$ cat config.mk
export PLATFORM = sky130hd
export DESIGN_NAME = aes_loopback_sequencer
export DESIGN_NICKNAME = d
export VERILOG_FILES = /design/src/rtl/aes_loopback_sequencer.sv
export SDC_FILE = /design/constraint.sdc
export NUM_CORES = 2
export LEC_CHECK = 0
export CAP_MARGIN = 20
export CORE_ASPECT_RATIO = 0.5
export CORE_MARGIN = 2
export CORE_UTILIZATION = 40
export CTS_CLUSTER_SIZE = 16
export DETAILED_ROUTE_END_ITERATION = 7
export GPL_TIMING_DRIVEN = 0
export PLACE_DENSITY = 0.71
export SETUP_SLACK_MARGIN = 0.02
export SLEW_MARGIN = 20
export SYNTH_ARGS = -nofsm -noshare
export SYNTH_HDL_FRONTEND = slang
export SYNTH_SLANG_ARGS = --single-unit
$ cat constraint.sdc
create_clock -name clk -period 25 [get_ports clk]
set_clock_uncertainty 0.2 [all_clocks]
set_input_delay 2.5 -clock clk [delete_from_list [all_inputs] [get_ports clk]]
set_output_delay 2.5 -clock clk [all_outputs]
set_load 0.05 [all_outputs]
$ cat src/rtl/aes_loopback_sequencer.sv
// Self-contained AES loopback engine: LFSR-generated keys and plaintext are encrypted, then
// decrypted by the core, and each round trip is scored against its source block.
module aes_loopback_sequencer #(
    parameter int unsigned KEY_W       = 256,
    parameter int unsigned NUM_VECTORS = 4,
    parameter int unsigned KEY_EVERY   = 1,
    parameter logic [31:0] SEED        = 32'hACE1_2017,
    parameter int unsigned TIMEOUT     = 1024,
    parameter int unsigned CNT_W       = 16
) (
    input  logic             clk,
    input  logic             resetH,
    input  logic             start,
    output logic             key_valid,
    input  logic             key_ready,
    output logic [KEY_W-1:0] key_data,
    output logic             req_valid,
    input  logic             req_ready,
    output logic             req_mode,
    output logic [127:0]     req_data,
    input  logic             rsp_valid,
    input  logic [127:0]     rsp_data,
    output logic             busy,
    output logic             done,
    output logic             err,
    output logic [CNT_W-1:0] pass_count,
    output logic [CNT_W-1:0] fail_count,
    output logic [CNT_W-1:0] first_fail_idx
);

    localparam int unsigned      KeyWords = KEY_W / 32;
    localparam int unsigned      WdW      = $clog2(TIMEOUT + 1);
    localparam logic [31:0]      LfsrTaps = 32'h8020_0003;
    localparam logic [CNT_W-1:0] CntMax   = '1;
    localparam logic [CNT_W-1:0] CntOne   = 1;
    localparam logic [WdW-1:0]   WdOne    = 1;

    typedef enum logic [3:0] {
        StIdle, StGenKey, StLoadKey, StGenTxt, StEncReq,
        StEncWait, StDecReq, StDecWait, StCheck, StDone
    } state_e;

    state_e state_q, state_d;

    logic [31:0]      lfsr_q, lfsr_d;
    logic [KEY_W-1:0] key_q, key_d;
    logic [127:0]     pt_q, pt_d, ct_q, ct_d, dt_q, dt_d;
    logic [3:0]       word_q, word_d;
    logic [WdW-1:0]   wd_q, wd_d;
    logic [CNT_W-1:0] idx_q, idx_d, kcnt_q, kcnt_d;
    logic [CNT_W-1:0] pass_q, pass_d, fail_q, fail_d, ffi_q, ffi_d;
    logic             err_q, err_d;
    logic             key_valid_q, key_valid_d, req_valid_q, req_valid_d;
    logic             req_mode_q, req_mode_d, busy_q, busy_d, done_q, done_d;

    logic             launch, key_hs, req_hs, wd_counting, timeout, check_pass;
    logic             last_vec, key_due;
    logic [31:0]      lfsr_next;
    logic [CNT_W:0]   idx_inc, kcnt_inc;

    assign launch      = start && (state_q == StIdle || state_q == StDone);
    assign key_hs      = key_valid_q && key_ready;
    assign req_hs      = req_valid_q && req_ready;
    assign wd_counting = state_q inside {StLoadKey, StEncReq, StEncWait, StDecReq, StDecWait};
    assign timeout     = wd_counting && (wd_q == WdW'(TIMEOUT - 1));
    assign check_pass  = (dt_q == pt_q) && (ct_q != pt_q);
    assign lfsr_next   = {1'b0, lfsr_q[31:1]} ^ (lfsr_q[0] ? LfsrTaps : 32'h0);
    assign idx_inc     = {1'b0, idx_q} + 1'b1;
    assign kcnt_inc    = {1'b0, kcnt_q} + 1'b1;
    assign last_vec    = idx_inc == (CNT_W + 1)'(NUM_VECTORS);
    assign key_due     = kcnt_inc == (CNT_W + 1)'(KEY_EVERY);

    always_ff @(posedge clk or posedge resetH) begin
        if (resetH) begin
            state_q <= StIdle;
        end else begin
            state_q <= state_d;
        end
    end

    // A completed handshake or response wins over a watchdog expiry in the same cycle.
    always_comb begin
        state_d = state_q;
        unique case (state_q)
            StIdle, StDone: if (start) state_d = StGenKey;
            StGenKey:  if (word_q == 4'(KeyWords - 1)) state_d = StLoadKey;
            StLoadKey: if (key_hs) state_d = StGenTxt; else if (timeout) state_d = StDone;
            StGenTxt:  if (word_q == 4'd3) state_d = StEncReq;
            StEncReq:  if (req_hs) state_d = StEncWait; else if (timeout) state_d = StDone;
            StEncWait: if (rsp_valid) state_d = StDecReq; else if (timeout) state_d = StDone;
            StDecReq:  if (req_hs) state_d = StDecWait; else if (timeout) state_d = StDone;
            StDecWait: if (rsp_valid) state_d = StCheck; else if (timeout) state_d = StDone;
            StCheck: begin
                if (last_vec)     state_d = StDone;
                else if (key_due) state_d = StGenKey;
                else              state_d = StGenTxt;
            end
            default: state_d = StIdle;
        endcase
    end

    // Handshake outputs are decoded from the next state so they leave a flop cleanly.
    always_comb begin
        key_valid_d = state_d == StLoadKey;
        req_valid_d = state_d == StEncReq || state_d == StDecReq;
        req_mode_d  = state_d == StDecReq;
        busy_d      = !(state_d == StIdle || state_d == StDone);
        done_d      = state_d == StDone;
    end

    always_comb begin
        lfsr_d = lfsr_q;
        key_d  = key_q;
        pt_d   = pt_q;
        ct_d   = ct_q;
        dt_d   = dt_q;
        word_d = word_q;
        wd_d   = wd_q;
        idx_d  = idx_q;
        kcnt_d = kcnt_q;
        pass_d = pass_q;
        fail_d = fail_q;
        ffi_d  = ffi_q;
        err_d  = err_q;

        if (state_d != state_q) begin
            wd_d   = '0;
            word_d = '0;
        end else begin
            if (wd_counting) wd_d = wd_q + WdOne;
            if (state_q == StGenKey || state_q == StGenTxt) word_d = word_q + 4'd1;
        end

        if (launch) begin
            idx_d  = '0;
            kcnt_d = '0;
            pass_d = '0;
            fail_d = '0;
            ffi_d  = '1;
            err_d  = 1'b0;
        end

        if (wd_counting && state_d == StDone) err_d = 1'b1;

        unique case (state_q)
            StGenKey: begin
                key_d  = {key_q[KEY_W-33:0], lfsr_q};
                lfsr_d = lfsr_next;
            end
            StGenTxt: begin
                pt_d   = {pt_q[95:0], lfsr_q};
                lfsr_d = lfsr_next;
            end
            StEncWait: if (rsp_valid) ct_d = rsp_data;
            StDecWait: if (rsp_valid) dt_d = rsp_data;
            StCheck: begin
                if (check_pass) begin
                    if (pass_q != CntMax) pass_d = pass_q + CntOne;
                end else begin
                    if (fail_q != CntMax) fail_d = fail_q + CntOne;
                    if (fail_q == '0) ffi_d = idx_q;
                end
                if (idx_q != CntMax) idx_d = idx_q + CntOne;
                kcnt_d = key_due ? '0 : kcnt_q + CntOne;
            end
            default: ;
        endcase
    end

    always_ff @(posedge clk or posedge resetH) begin
        if (resetH) begin
            lfsr_q      <= SEED;
            key_q       <= '0;
            pt_q        <= '0;
            ct_q        <= '0;
            dt_q        <= '0;
            word_q      <= '0;
            wd_q        <= '0;
            idx_q       <= '0;
            kcnt_q      <= '0;
            pass_q      <= '0;
            fail_q      <= '0;
            ffi_q       <= '1;
            err_q       <= 1'b0;
            key_valid_q <= 1'b0;
            req_valid_q <= 1'b0;
            req_mode_q  <= 1'b0;
            busy_q      <= 1'b0;
            done_q      <= 1'b0;
        end else begin
            lfsr_q      <= lfsr_d;
            key_q       <= key_d;
            pt_q        <= pt_d;
            ct_q        <= ct_d;
            dt_q        <= dt_d;
            word_q      <= word_d;
            wd_q        <= wd_d;
            idx_q       <= idx_d;
            kcnt_q      <= kcnt_d;
            pass_q      <= pass_d;
            fail_q      <= fail_d;
            ffi_q       <= ffi_d;
            err_q       <= err_d;
            key_valid_q <= key_valid_d;
            req_valid_q <= req_valid_d;
            req_mode_q  <= req_mode_d;
            busy_q      <= busy_d;
            done_q      <= done_d;
        end
    end

    assign key_valid      = key_valid_q;
    assign key_data       = key_q;
    assign req_valid      = req_valid_q;
    assign req_mode       = req_mode_q;
    assign req_data       = req_mode_q ? ct_q : pt_q;
    assign busy           = busy_q;
    assign done           = done_q;
    assign err            = err_q;
    assign pass_count     = pass_q;
    assign fail_count     = fail_q;
    assign first_fail_idx = ffi_q;

endmodule

==> summary.md <==
| Metric | Value |
|---|---|
| Status | `finished clean` |
| CTS resizes | `0` |
| Final hold vios | `0` |
| R2R depth | `9` |
| Max_slew headroom | `0.2070` |
| Die Y | `213.6 um` |
| Synth Cell Area | `0.03514 mm^2` |
| Commonest register cell after synthesis | `dfrtp_1` |
| Largest net degree at the start of global routing | `103` |
| DRC violations left | `0` |
| Via Count | `24.78k` |
| Clock sinks | `777` |
| Drt via density | `5.450` |
| Clock insertion delay at the later pin of the skew report | `0.67 ns` |
| DRT Pass-1 Iters | `7` |
| R2R setup slack | `20.18 ns` |
| Count leader, synth | `mux2_2` |
| Count of cell types in the netlist | `55` |
| Placed insts | `4,407` |
| Clock tree buffer depth | `3` |
| Total gr overflow | `0` |
| Final ANT Viol Nets | `0` |
| Setup-failing EPs final | `0` |
| Total Wirelength | `123.1 mm` |
| Synth Area in Compound Gates | `0.02866` |
| Peak supply drop | `0.08996 mV` |
| FMAX | `143.3 MHz` |
| Syn. warnings | `0` |
| Critical Path Sink Type | `output port` |
| Nets | `3,458` |
| CTS Buf Count | `76` |
| FF-to-FF End | `pass_count[8]$_DFF_PP0_` |
| Crit-path max FO | `10` |
| Fin util | `0.5213` |
| Worst setup SP type | `flip-flop` |
| Post-CTS Hold Fix Bufs | `0` |
| Port buffer count | `571` |
| RSZ-0062 raised after global routing | `no` |
| FP Rows | `76` |
| Post-DP HPWL | `94.95 mm` |
| First-pass GRT wire length | `176.0 mm` |
| Post-synth top area cell | `dfrtp_1` |
| Slew Limit Fails | `0` |
| GPL Wtd Cong | `0.9447` |
| P&R area growth vs syn | `28.38%` |
| Worst Tran Pin Value | `1.174 ns` |
| Post-Synth Simple-Gate Area | `0.06634` |
| Main combinational cell family by area after synthesis | `multiplexers` |
| Syn Inst Count | `2,658` |
| Initial Util | `0.4061` |
| Vias in the first global route | `24.99k` |
| Final Non-Filler Cells | `4,546` |
| Crit path time final | `6.978 ns` |
| Worst flop-to-flop path startpoint | `pt_q[12]$_DFFE_PP0P_` |
| Core box area | `0.08653 mm^2` |
| Num ports | `572` |
| Iter 0 DRT Violations | `2,090` |
| Final Worst Setup Slack | `18.02 ns` |
| Share of layout cells above drive strength 1 | `0.2849` |
| EDFF count, synth | `0` |
| Post-synthesis sequential area ratio | `0.5544` |
| Synthesized area per cell | `13.22 um^2` |
| Synth area leaders | `dfrtp_1 53%, mux2_2 25%, xnor2_1 3.9%` |
| Critical path arrival | `4.28 ns` |
| Hold EP | `key_data[248]$_DFFE_PP0P_` |
| Setup TNS | `0 ns` |
| Worst path max stage delay | `0.94 ns` |
| Hold Crit Class | `reg -> reg` |
| Critical path required time | `22.30 ns` |
| Tot Pwr | `6.944 mW` |
| H-tree levels | `3` |
| Top cell type's share of synthesized area | `0.5327` |
| Tcrit/Tclk final | `0.2791` |
| CP Cell Sequence | `clkbuf_1, clkbuf_1, clkbuf_1, nand2_1, o21ai_0, clkdlybuf4s50_1` |
| Synth Area in XOR/XNOR | `0.06655` |
| Hold path start | `key_data[248]$_DFFE_PP0P_` |
| Power per cell area | `153.9 mW/mm^2` |
| CTS tree | `done` |
| Ys async rst share | `1.000` |
| Worst slack at placement | `18.74 ns` |
| Slowest CP cell | `clkdlybuf4s50_1` |
| Post-Synth Adder-Cell Area | `0.003205` |
| Synth Register Bits | `777` |
| Crit path kind | `reg -> out` |
| Hold Crit Depth | `1` |
| WL/cell | `27.08 um` |
| Full die area | `0.09038 mm^2` |
| Max Cap Violations | `0` |
| Syn Nets | `2,801` |
| Synth cell count leaders | `779 x mux2_2, 748 x dfrtp_1, 157 x xnor2_1, 122 x clkbuf_1, 110 x xor2_1` |
| DIE WIDTH | `423.2 um` |
| Root Driver | `clkbuf_16` |
| Crit path top cell by count | `clkbuf_1` |
| Gr usage total | `0.2674` |
| Fill cells | `7,432` |
| Setup Fix Bufs, Post-CTS | `0` |
| Clock transition at path regs | `0.07 ns` |
| Mux cell area share after synthesis | `0.2608` |
| Initial antenna violation count | `4` |
| Lkg Pwr | `19.73 nW` |
[cell families (layout without fill, tap and decap cells)]
kind of cell	after synthesis	in the layout
mux	818	818
flops	777	777
simple gates	452	452
xor+xnor	267	267
buf+inv	180	895
compound gates	155	155
fa+ha+maj	9	9
other cells	0	3
[metrics by stage]
step	instance area [um^2]	hold WS, ns
after floorplan	35140	0.2623
after global placement	42320	0.2892
after detailed placement	42550	0.2956
after CTS	45090	0.3084
after global routing	45110	0.3220
final	45110	0.3028
[worst max-delay path by stage]
stage	startpoint	end	slack, ns	cells after the start
2_1_floorplan	resetH	busy$_DFF_PP0_	0.53	1
3_3_place_gp	resetH	ct_q[104]$_DFFE_PP0P_	-8.61	2
3_5_place_dp	req_mode$_DFF_PP0_	req_data[116]	18.74	5
4_1_cts	req_mode$_DFF_PP0_	req_data[116]	18.01	5
5_1_grt	req_mode$_DFF_PP0_	req_data[116]	17.94	5
6_report	req_mode$_DFF_PP0_	req_data[79]	18.02	6
[power by group]
part	internal [mW]	leakage, nW	switching (mW)
Sequential	1.74	9.93	0.530
Combinational	1.37	8.54	2.11
Clock	0.684	1.26	0.518
[critical path, delay by kind of cell (launching register included)]
family	cells	cell delay, ns
flops	1	0.42
buf+inv	4	2.75
compound gates	1	0.31
simple gates	1	0.12
[routing by layer]
metal	vias up	global-route usage	wire length (um)	share of wire
met5	-	0	31	0.00025
li1	10782	-	-	-
met4	4	0.1351	6424	0.052
met1	12997	0.3438	50990	0.41
met2	768	0.4375	59290	0.48
met3	225	0.04922	6366	0.052
[state kept, by name (all words and copies together) (netlist names)]
name and cells:
dt_q 128, key_data 256, word_q 4, pt_q 128, key_valid 1, pass_count 16
state_q 4, kcnt_q 16, fail_count 16, busy 1, req_valid 1, ct_q 128
err 1, wd_q 11, done 1, lfsr_q 32, idx_q 16, req_mode 1
first_fail_idx 16
[layout by cell type (no fill, tap or decap), types with 8 or more instances in the layout]
master           count
o31ai_1              9
ha_1                 9
or2_2                8
nor4_1              42
xor2_1             110
nand2b_1             8
clkinv_2            15
and2_1              12
clkdlybuf4s50_1    571
dfrtp_1            748
mux2i_1             39
and3_1              16
nand2_1            106
nor2b_1             15
buf_16               8
nand3_1             46
o21ai_0             60
clkbuf_16           78
xnor2_1            157
dfstp_2             29
nor3_1              21
nor2_1              81
nand4_1             62
inv_1               45
a21oi_1             21
clkbuf_8            16
mux2_2             779
or4_1                9
clkbuf_1           136
o211ai_1            10
buf_1                9
[layout make-up]
type / instances / area (um^2) / share of cell area
multi-input cells: 1701 / 14960 / 0.3317
clock inverters: 28 / 321.6 / 0.007128
well taps: 1170 / 1464 / 0.03245
plain buffers: 134 / 534.3 / 0.01184
diodes: 3 / 7.507 / 0.0001664
repair buffers: 579 / 5936 / 0.1316
inverters: 46 / 180.2 / 0.003994
clock buffers: 108 / 2225 / 0.04931
flip-flops and latches: 777 / 19480 / 0.4318
Note: power is estimated with default switching activity, not from simulation.
